<file path="src/rtl/uart_fifo_ctrl.sv">
// Buffered UART front-end: TX FIFO drained by a load/busy sequencer, RX FIFO filled from the core.
// Status and RX head are combinational from registered state; TX writes stall via reg_dat_wait_o while full.
module uart_fifo_ctrl #(
    parameter int TX_DEPTH_LOG2 = 4,
    parameter int RX_DEPTH_LOG2 = 4
) (
    input  logic        clk_i,
    input  logic        resetn_i,
    input  logic        reg_state_we_i,
    input  logic        reg_state_re_i,
    input  logic [31:0] reg_state_di_i,
    output logic [31:0] reg_state_do_o,
    output logic        reg_state_wait_o,
    input  logic        reg_dat_we_i,
    input  logic        reg_dat_re_i,
    input  logic [31:0] reg_dat_di_i,
    output logic [31:0] reg_dat_do_o,
    output logic        reg_dat_wait_o,
    output logic        uart_load_o,
    output logic [7:0]  uart_d_o,
    input  logic        uart_txbusy_i,
    input  logic        uart_bytercvd_i,
    input  logic [7:0]  uart_q_i
);
    localparam int TXD = 1 << TX_DEPTH_LOG2;
    localparam int RXD = 1 << RX_DEPTH_LOG2;

    typedef enum logic [1:0] {S_IDLE, S_LOAD, S_WAIT_BUSY, S_WAIT_DONE} tx_state_e;

    typedef struct packed {
        logic [7:0] rsvd_hi;
        logic [7:0] rx_level;
        logic [7:0] tx_level;
        logic [2:0] rsvd_lo;
        logic       rx_overrun;
        logic       tx_idle;
        logic       tx_empty;
        logic       rx_valid;
        logic       tx_full;
    } status_t;

    logic [7:0]             tx_mem_q [TXD];
    logic [7:0]             rx_mem_q [RXD];
    logic [TX_DEPTH_LOG2:0] tx_wr_q, tx_wr_d, tx_rd_q, tx_rd_d, tx_level;
    logic [RX_DEPTH_LOG2:0] rx_wr_q, rx_wr_d, rx_rd_q, rx_rd_d, rx_level;
    logic                   overrun_q, overrun_d;
    tx_state_e              state_q, state_d;
    logic [1:0]             guard_q, guard_d;
    logic [7:0]             uart_d_q, uart_d_d;
    logic                   tx_full, tx_empty, rx_full, rx_empty;
    logic                   tx_flush, rx_flush, ovr_clr;
    logic                   tx_push, tx_start, rx_push, rx_pop, rx_ovf, tx_idle;
    logic [7:0]             tx_head, rx_head;
    status_t                status;
    logic                   unused_ok;

    assign tx_level = tx_wr_q - tx_rd_q;
    assign rx_level = rx_wr_q - rx_rd_q;
    assign tx_full  = (tx_level == (TX_DEPTH_LOG2+1)'(TXD));
    assign rx_full  = (rx_level == (RX_DEPTH_LOG2+1)'(RXD));
    assign tx_empty = (tx_level == '0);
    assign rx_empty = (rx_level == '0);
    assign tx_head  = tx_mem_q[tx_rd_q[TX_DEPTH_LOG2-1:0]];
    assign rx_head  = rx_mem_q[rx_rd_q[RX_DEPTH_LOG2-1:0]];

    assign tx_flush = reg_state_we_i && reg_state_di_i[8];
    assign rx_flush = reg_state_we_i && reg_state_di_i[9];
    assign ovr_clr  = reg_state_we_i && reg_state_di_i[4];

    // Flushes win over any push/pop on the same FIFO in the same cycle.
    assign tx_push  = reg_dat_we_i && !tx_full && !tx_flush;
    assign tx_start = (state_q == S_IDLE) && !tx_empty && !uart_txbusy_i && !tx_flush;
    assign rx_pop   = reg_dat_re_i && !rx_empty && !rx_flush;
    assign rx_push  = uart_bytercvd_i && !rx_flush && (!rx_full || rx_pop);
    assign rx_ovf   = uart_bytercvd_i && !rx_flush && rx_full && !rx_pop;

    always_comb begin
        tx_wr_d   = tx_wr_q;
        tx_rd_d   = tx_rd_q;
        rx_wr_d   = rx_wr_q;
        rx_rd_d   = rx_rd_q;
        overrun_d = overrun_q;
        if (tx_flush) begin
            tx_rd_d = tx_wr_q;
        end else begin
            if (tx_push)  tx_wr_d = tx_wr_q + 1'b1;
            if (tx_start) tx_rd_d = tx_rd_q + 1'b1;
        end
        if (rx_flush) begin
            rx_rd_d = rx_wr_q;
        end else begin
            if (rx_push) rx_wr_d = rx_wr_q + 1'b1;
            if (rx_pop)  rx_rd_d = rx_rd_q + 1'b1;
        end
        if (rx_ovf)       overrun_d = 1'b1;
        else if (ovr_clr) overrun_d = 1'b0;
    end

    always_ff @(posedge clk_i) begin
        if (tx_push) tx_mem_q[tx_wr_q[TX_DEPTH_LOG2-1:0]] <= reg_dat_di_i[7:0];
        if (rx_push) rx_mem_q[rx_wr_q[RX_DEPTH_LOG2-1:0]] <= uart_q_i;
    end

    always_ff @(posedge clk_i) begin
        if (!resetn_i) begin
            tx_wr_q   <= '0;
            tx_rd_q   <= '0;
            rx_wr_q   <= '0;
            rx_rd_q   <= '0;
            overrun_q <= 1'b0;
            state_q   <= S_IDLE;
            guard_q   <= '0;
            uart_d_q  <= '0;
        end else begin
            tx_wr_q   <= tx_wr_d;
            tx_rd_q   <= tx_rd_d;
            rx_wr_q   <= rx_wr_d;
            rx_rd_q   <= rx_rd_d;
            overrun_q <= overrun_d;
            state_q   <= state_d;
            guard_q   <= guard_d;
            uart_d_q  <= uart_d_d;
        end
    end

    // WAIT_BUSY gives up after four quiet cycles so a core that never raises busy cannot hang us.
    always_comb begin
        state_d  = state_q;
        guard_d  = guard_q;
        uart_d_d = uart_d_q;
        unique case (state_q)
            S_IDLE: begin
                if (tx_start) begin
                    uart_d_d = tx_head;
                    state_d  = S_LOAD;
                end
            end
            S_LOAD: begin
                guard_d = '0;
                state_d = S_WAIT_BUSY;
            end
            S_WAIT_BUSY: begin
                if (uart_txbusy_i)       state_d = S_WAIT_DONE;
                else if (guard_q == 2'd3) state_d = S_IDLE;
                else                     guard_d = guard_q + 2'd1;
            end
            S_WAIT_DONE: begin
                if (!uart_txbusy_i) state_d = S_IDLE;
            end
            default: state_d = S_IDLE;
        endcase
    end

    always_comb begin
        uart_load_o = (state_q == S_LOAD);
        tx_idle     = tx_empty && (state_q == S_IDLE) && !uart_txbusy_i;
    end

    always_comb begin
        status            = '0;
        status.tx_full    = tx_full;
        status.rx_valid   = !rx_empty;
        status.tx_empty   = tx_empty;
        status.tx_idle    = tx_idle;
        status.rx_overrun = overrun_q;
        status.tx_level   = 8'(tx_level);
        status.rx_level   = 8'(rx_level);
    end

    assign uart_d_o         = uart_d_q;
    assign reg_state_do_o   = status;
    assign reg_state_wait_o = 1'b0;
    assign reg_dat_wait_o   = reg_dat_we_i && tx_full;
    assign reg_dat_do_o     = rx_empty ? 32'hFFFF_FFFF : {24'h0, rx_head};

    assign unused_ok = ^{reg_dat_di_i[31:8], reg_state_di_i[31:10], reg_state_di_i[7:5],
                         reg_state_di_i[3:0], reg_state_re_i};
endmodule

</file>
<file path="config.mk">
export PLATFORM = sky130hd
export DESIGN_NAME = uart_fifo_ctrl
export DESIGN_NICKNAME = d
export VERILOG_FILES = /design/src/rtl/uart_fifo_ctrl.sv
export SDC_FILE = /design/constraint.sdc
export NUM_CORES = 1
export LEC_CHECK = 0
export BUFFER_PORTS_ARGS = -buffer_cell sky130_fd_sc_hd__buf_2
export CAP_MARGIN = 20
export CORE_UTILIZATION = 61
export CTS_BUF_LIST = sky130_fd_sc_hd__clkbuf_8
export DETAILED_ROUTE_END_ITERATION = 10
export GPL_TIMING_DRIVEN = 0
export HOLD_SLACK_MARGIN = 0.02
export PLACE_DENSITY = 0.94
export RECOVER_POWER = 100
export REMOVE_ABC_BUFFERS = 1
export SLEW_MARGIN = 20
export SYNTH_ARGS = -nofsm -noshare
export SYNTH_HDL_FRONTEND = slang
export SYNTH_SLANG_ARGS = --single-unit
export TNS_END_PERCENT = 30
</file>
<file path="constraint.sdc">
create_clock -name clk_i -period 5.7 [get_ports clk_i]
set_input_delay 1.14 -clock clk_i [delete_from_list [all_inputs] [get_ports clk_i]]
set_output_delay 1.14 -clock clk_i [all_outputs]
set_load 0.02 [all_outputs]
</file>
* After elaboration in Yosys (flattened, before gate mapping)
Memories as Yosys holds them, arrays and structs flattened. A register that Yosys moved wholly into a read port is not among the register bits.
Index checks and enable logic that the tools add are counted.
** Storage, ports and cells
- Bits in registers :: 25
- Bits in latches :: 0
- Bits in writable memories :: 256
- ROM bits :: 0
- Input bits :: 80
- Output and inout port bits :: 75
- Logic and storage cells :: 89
- Memories :: 2
** Memory list
- rx_mem_q :: depth 16, width 8, read ports 1, clocked after Yosys merged registers in 1, wr ports 1, RTL line 43 : logic [7:0] rx_mem_q [RXD];
- tx_mem_q :: depth 16, width 8, read ports 1, clocked after Yosys merged registers in 1, wr ports 1, RTL line 42 : logic [7:0] tx_mem_q [TXD];
** Operators by class
- Add/subtract/negate cells :: 7
- Multipliers :: 0
- Divide/modulo/power cells :: 0
- Order comparisons :: 0
- Equality and inequality tests :: 11
- Shift operators :: 0
- Multiplexer cells :: 21
- Bitwise operators :: 2
- Reductions and logical operators :: 39
** Operators with widths (count)
- 32-bit two-way mux :: 1
- 5-bit by 1-bit adder with 5-bit output, second input constant :: 4
- 5-bit two-way mux :: 4
- 1-bit logical AND :: 17
- 2-bit two-way mux :: 6
- 5-bit equality test, second input constant :: 2
- 5-bit logical NOT :: 2
- 5-bit subtractor :: 2
- 1-bit logical NOT :: 9
- 4-bit two-way mux :: 2
- 2-bit inequality test, second input constant :: 4
- 2-bit one-hot mux with 4 select lines :: 1
- 2-bit nonzero test :: 4
- 2-bit equality test, second input constant :: 3
- 1-bit two-way mux :: 6
- 2-bit AND reduction :: 3
- 3-bit AND reduction :: 2
- 2-bit one-hot mux with 2 select lines :: 1
- 3-bit inequality test, second input constant :: 1
- 2-bit by 1-bit adder with 2-bit output, second input constant :: 1
- 2-bit by 1-bit equality test with 1-bit output, second input constant :: 1
- 2-bit logical NOT :: 1
- 1-bit inverter :: 2
- 1-bit logical OR :: 1

* Longest topological paths before layout
- Word-level depth :: 9
- Depth in mapped cells :: 13
- Mapped depth without buffers :: 11

* Least setup slack after synthesis
Ideal clock, no wire load.
- Path type :: reg2out
- Start point :: register tx_rd_q[1]
- End point :: output reg_state_do_o[2]
- Arrival time :: 2602 ps
- Data required time :: 4560 ps
- Setup slack :: 1958 ps
- Stages on the path, launching flop included :: 13
- Path buffers :: 5
- Cell sequence :: dfxtp_1 buf_2 buf_2 buf_2 inv_1 fa_1 xnor2_1 inv_1 a211oi_2 o22ai_2 inv_2 buf_2 buf_4
** Between the ends
- Word-level cells in the longest chain between the ends :: 2
** Ends and longest elaborated chain
- start: declaration :: RTL line 44 : logic [TX_DEPTH_LOG2:0] tx_wr_q, tx_wr_d, tx_rd_q, tx_rd_d, tx_level;
- start signal: assignment :: RTL line 116 : tx_rd_q <= tx_rd_d;
- 5-bit subtractor :: RTL line 57 : assign tx_level = tx_wr_q - tx_rd_q;
- net reg_state_do_o[10] :: RTL line 12 : output logic [31:0] reg_state_do_o,
- 5-bit logical NOT :: RTL line 61 : assign tx_empty = (tx_level == '0);
- end: declaration :: RTL line 12
The timed path passes the listed nets, and every way through them passes these cells.

* Final worst setup path
- Start point :: register tx_rd_q[0]
- End point :: output reg_state_do_o[2]
** Between the ends
- Word-level cells in the longest chain between the ends :: 2
** Ends and longest elaborated chain (RTL line)
- 5-bit subtractor :: 57
- 5-bit logical NOT :: 61
Every way passes these cells.

==> impl_metrics.tcl <==
set metrics [dict create \
    status "complete, no violations" \
    async_reset_ff_frac 0 \
    grt_overflow 0 \
    tns_ns 0 \
    area_growth_pct 8.38 \
    syn_area_per_cell_um2 16.4 \
    rsz0062_at_grt "no" \
    yosys_register_bits 293 \
    dieWidth_um 145 \
    netlist_area_um2 12500 \
    vias 7125 \
    finalHoldViolCount 0 \
    clk_path_buf_depth 3 \
    drive_gt1_frac 0.167 \
    ant_nets 0 \
    yosys_warnings 0 \
    dp_cells 1056 \
    endpoint_kind "output pin" \
    synth_edf_count 256 \
    final_cells 1134 \
    htree_levels 2 \
    hold_path_class "reg -> reg" \
    post_cts_buffers 0 \
    grt_max_degree 38 \
    crit_type "reg -> out" \
    cts_sinks 293 \
    clk_latency_ns 0.56 \
    worst_slew_pin_slew_ns 1.25 \
    clockRootBuffer "clkbuf_8" \
    drt_iter0_drc 559 \
    grtUsageTotal 0.247 \
    maxSlewViolCount 0 \
    setup_violations 0 \
    powerDensity_nw_per_um2 356 \
    layout.nets 938 \
    final_cell_mix "edfxtp_1, clkbuf_1, mux4_2" \
    finClkSkew_ns 0.0309 \
    cap_violations 0 \
    cp.required_ns 4.56 \
    wl_per_cell_um 22.8 \
    power_uw 4840 \
    syn_inst 764 \
    dr.pass1.iters 6 \
    path_clk_slew_ns 0.06 \
    io_pins 155 \
    drc 0 \
    gp_congestion 0.849 \
    postCtsHoldBufs 0 \
    die_h_um 145 \
    power.ir.vdd_worst_v 0.000314 \
    cts-buffers-inserted 44 \
    core-area_um2 20200 \
    diodes 0 \
    grt_pass1_wl_um 39200 \
    ys_types 56 \
    cp_slowest_stage_delay_ns 0.79 \
    slew_headroom 0.163 \
    critPathMaxFanout 37 \
    antenna_found_initial 0 \
    rows 52 \
    cp.arrival_ns 3.88 \
    startpoint_type "register" \
    crit_top_cell "inv_1" \
    period_needed_ns 5.02 \
    cts_tree "built" \
    routed_wl_um 25800 \
    crit_slowest_cell "dfxtp_4" \
    power_leakage_uw 0.00457 \
    synth_top_flop_cell "edfxtp_1" \
    min_period_over_period 0.881 \
    synth.yosys.seq_area_share 0.672 \
    ctsResizeCount 0 \
    via_per_inst 6.28 \
    first_global_vias 7214 \
    die_area_um2 21100 \
    start_util 0.622 \
    fin_ws_ns 0.679 \
    worstPathCellList "ha_1 > inv_1 > fa_1 > xnor2_1 > inv_1 > a211oi_1 > o22ai_1 > inv_1 > buf_2" \
    detailed_place_hpwl_um 16300 \
    max_freq_mhz 199 \
    pre_cts_ws_ns 1.63 \
    fin_util 0.674 \
    final_common_cell "edfxtp_1" \
    io_buffers 82 \
]
## where the power goes
part	leakage, uW	switching [uW]	total, uW	internal, uW
combinational	0.00149	462	754	292
sequential	0.00261	89.4	2480	2390
clock	0.000472	784	1610	831
total	0.00457	1330	4840	3510
## stage by stage
stage | area, um2 | hold WS [ns]
after CTS | 13700 | 0.476
after global routing | 13600 | 0.519
after global placement | 12800 | 0.460
final | 13600 | 0.474
after detailed placement | 12900 | 0.467
after floorplan | 12100 | 0.479
## synthesized netlist by cell type (all sizes together), types with 2 or more instances
master / count / area (um2)
edfxtp: 256 / 7690
a221oi: 9 / 78.8
nor2: 18 / 67.6
nand3: 13 / 65.1
inv: 23 / 86.3
nand3b: 4 / 30.0
and2: 4 / 26.3
nor3: 2 / 10.0
a22o: 9 / 78.8
dfxtp: 37 / 741
a21oi: 24 / 120
mux2: 8 / 90.1
xor2: 5 / 43.8
or3: 20 / 125
nor2b: 8 / 50.1
nand2: 32 / 120
o21ai: 43 / 215
and3: 29 / 181
nand4: 5 / 31.3
a31oi: 8 / 50.1
buf: 65 / 459
mux2i: 10 / 100
mux4: 64 / 1440
nand2b: 3 / 18.8
clkbuf: 14 / 63.8
nor3b: 3 / 22.5
fa: 2 / 40.0
a311oi: 2 / 17.5
ha: 24 / 300
## sequential cells by signal, summed over array words and instances, names as in the netlist, named ones only
signal and flops:
guard_q 2, overrun_q 1, rx_mem_q 128, rx_rd_q 5, rx_wr_q 5, state_q 2, tx_mem_q 128, tx_rd_q 5
tx_wr_q 5, uart_d_o 8
## cells by family after synthesis
logic type	count (synthesis)	synth area share
multiplexers	82	0.130
other	1	0.000299
flip-flops	293	0.672
buffers and inverters	102	0.0486
adder cells (fa/ha/maj)	26	0.0271
AND/OR/NAND/NOR	145	0.0623
AO/OA/AOI/OAI	109	0.0559
XOR/XNOR	6	0.00419
## critical path: cells and delay by family (launching register included)
kind / cells / cell delay [ns]
buffers and inverters: 4 / 1.05
adders and majority gates: 2 / 0.69
xor gates and xnor gates: 1 / 0.21
AOI/OAI and AO/OA: 2 / 0.55
DFF: 1 / 0.79
## final timing paths
path	endpoint	slack, ns	cells past startpoint	start
min	uart_d_o[4]	0.47	2	uart_d_o[4]
min reg2reg	uart_d_o[4]	0.47	2	uart_d_o[4]
max reg2reg	tx_mem_q[7][5]	1.66	9	tx_rd_q[0]
max	reg_state_do_o[2]	0.68	9	tx_rd_q[0]
## metal layers
layer | wire, um | vias to the layer above | track usage | share of wire
li1 | - | 3102 | - | -
met1 | 9300 | 3561 | 0.297 | 0.36
met2 | 13900 | 398 | 0.446 | 0.54
met3 | 1960 | 64 | 0.0404 | 0.076
met4 | 696 | 0 | 0.101 | 0.027
met5 | 0 | - | 0 | 0
## area by class of cell
type	instances	area [um2]
Timing Repair Buffer	84	343
Multi-Input combinational cell	386	3570
Sequential cell	293	8440
Inverter	23	86.3
Clock inverter	33	204
Fill cell	1283	6570
Clock buffer	45	619
Tap cell	270	338
Power figures use the tool's default switching activity.
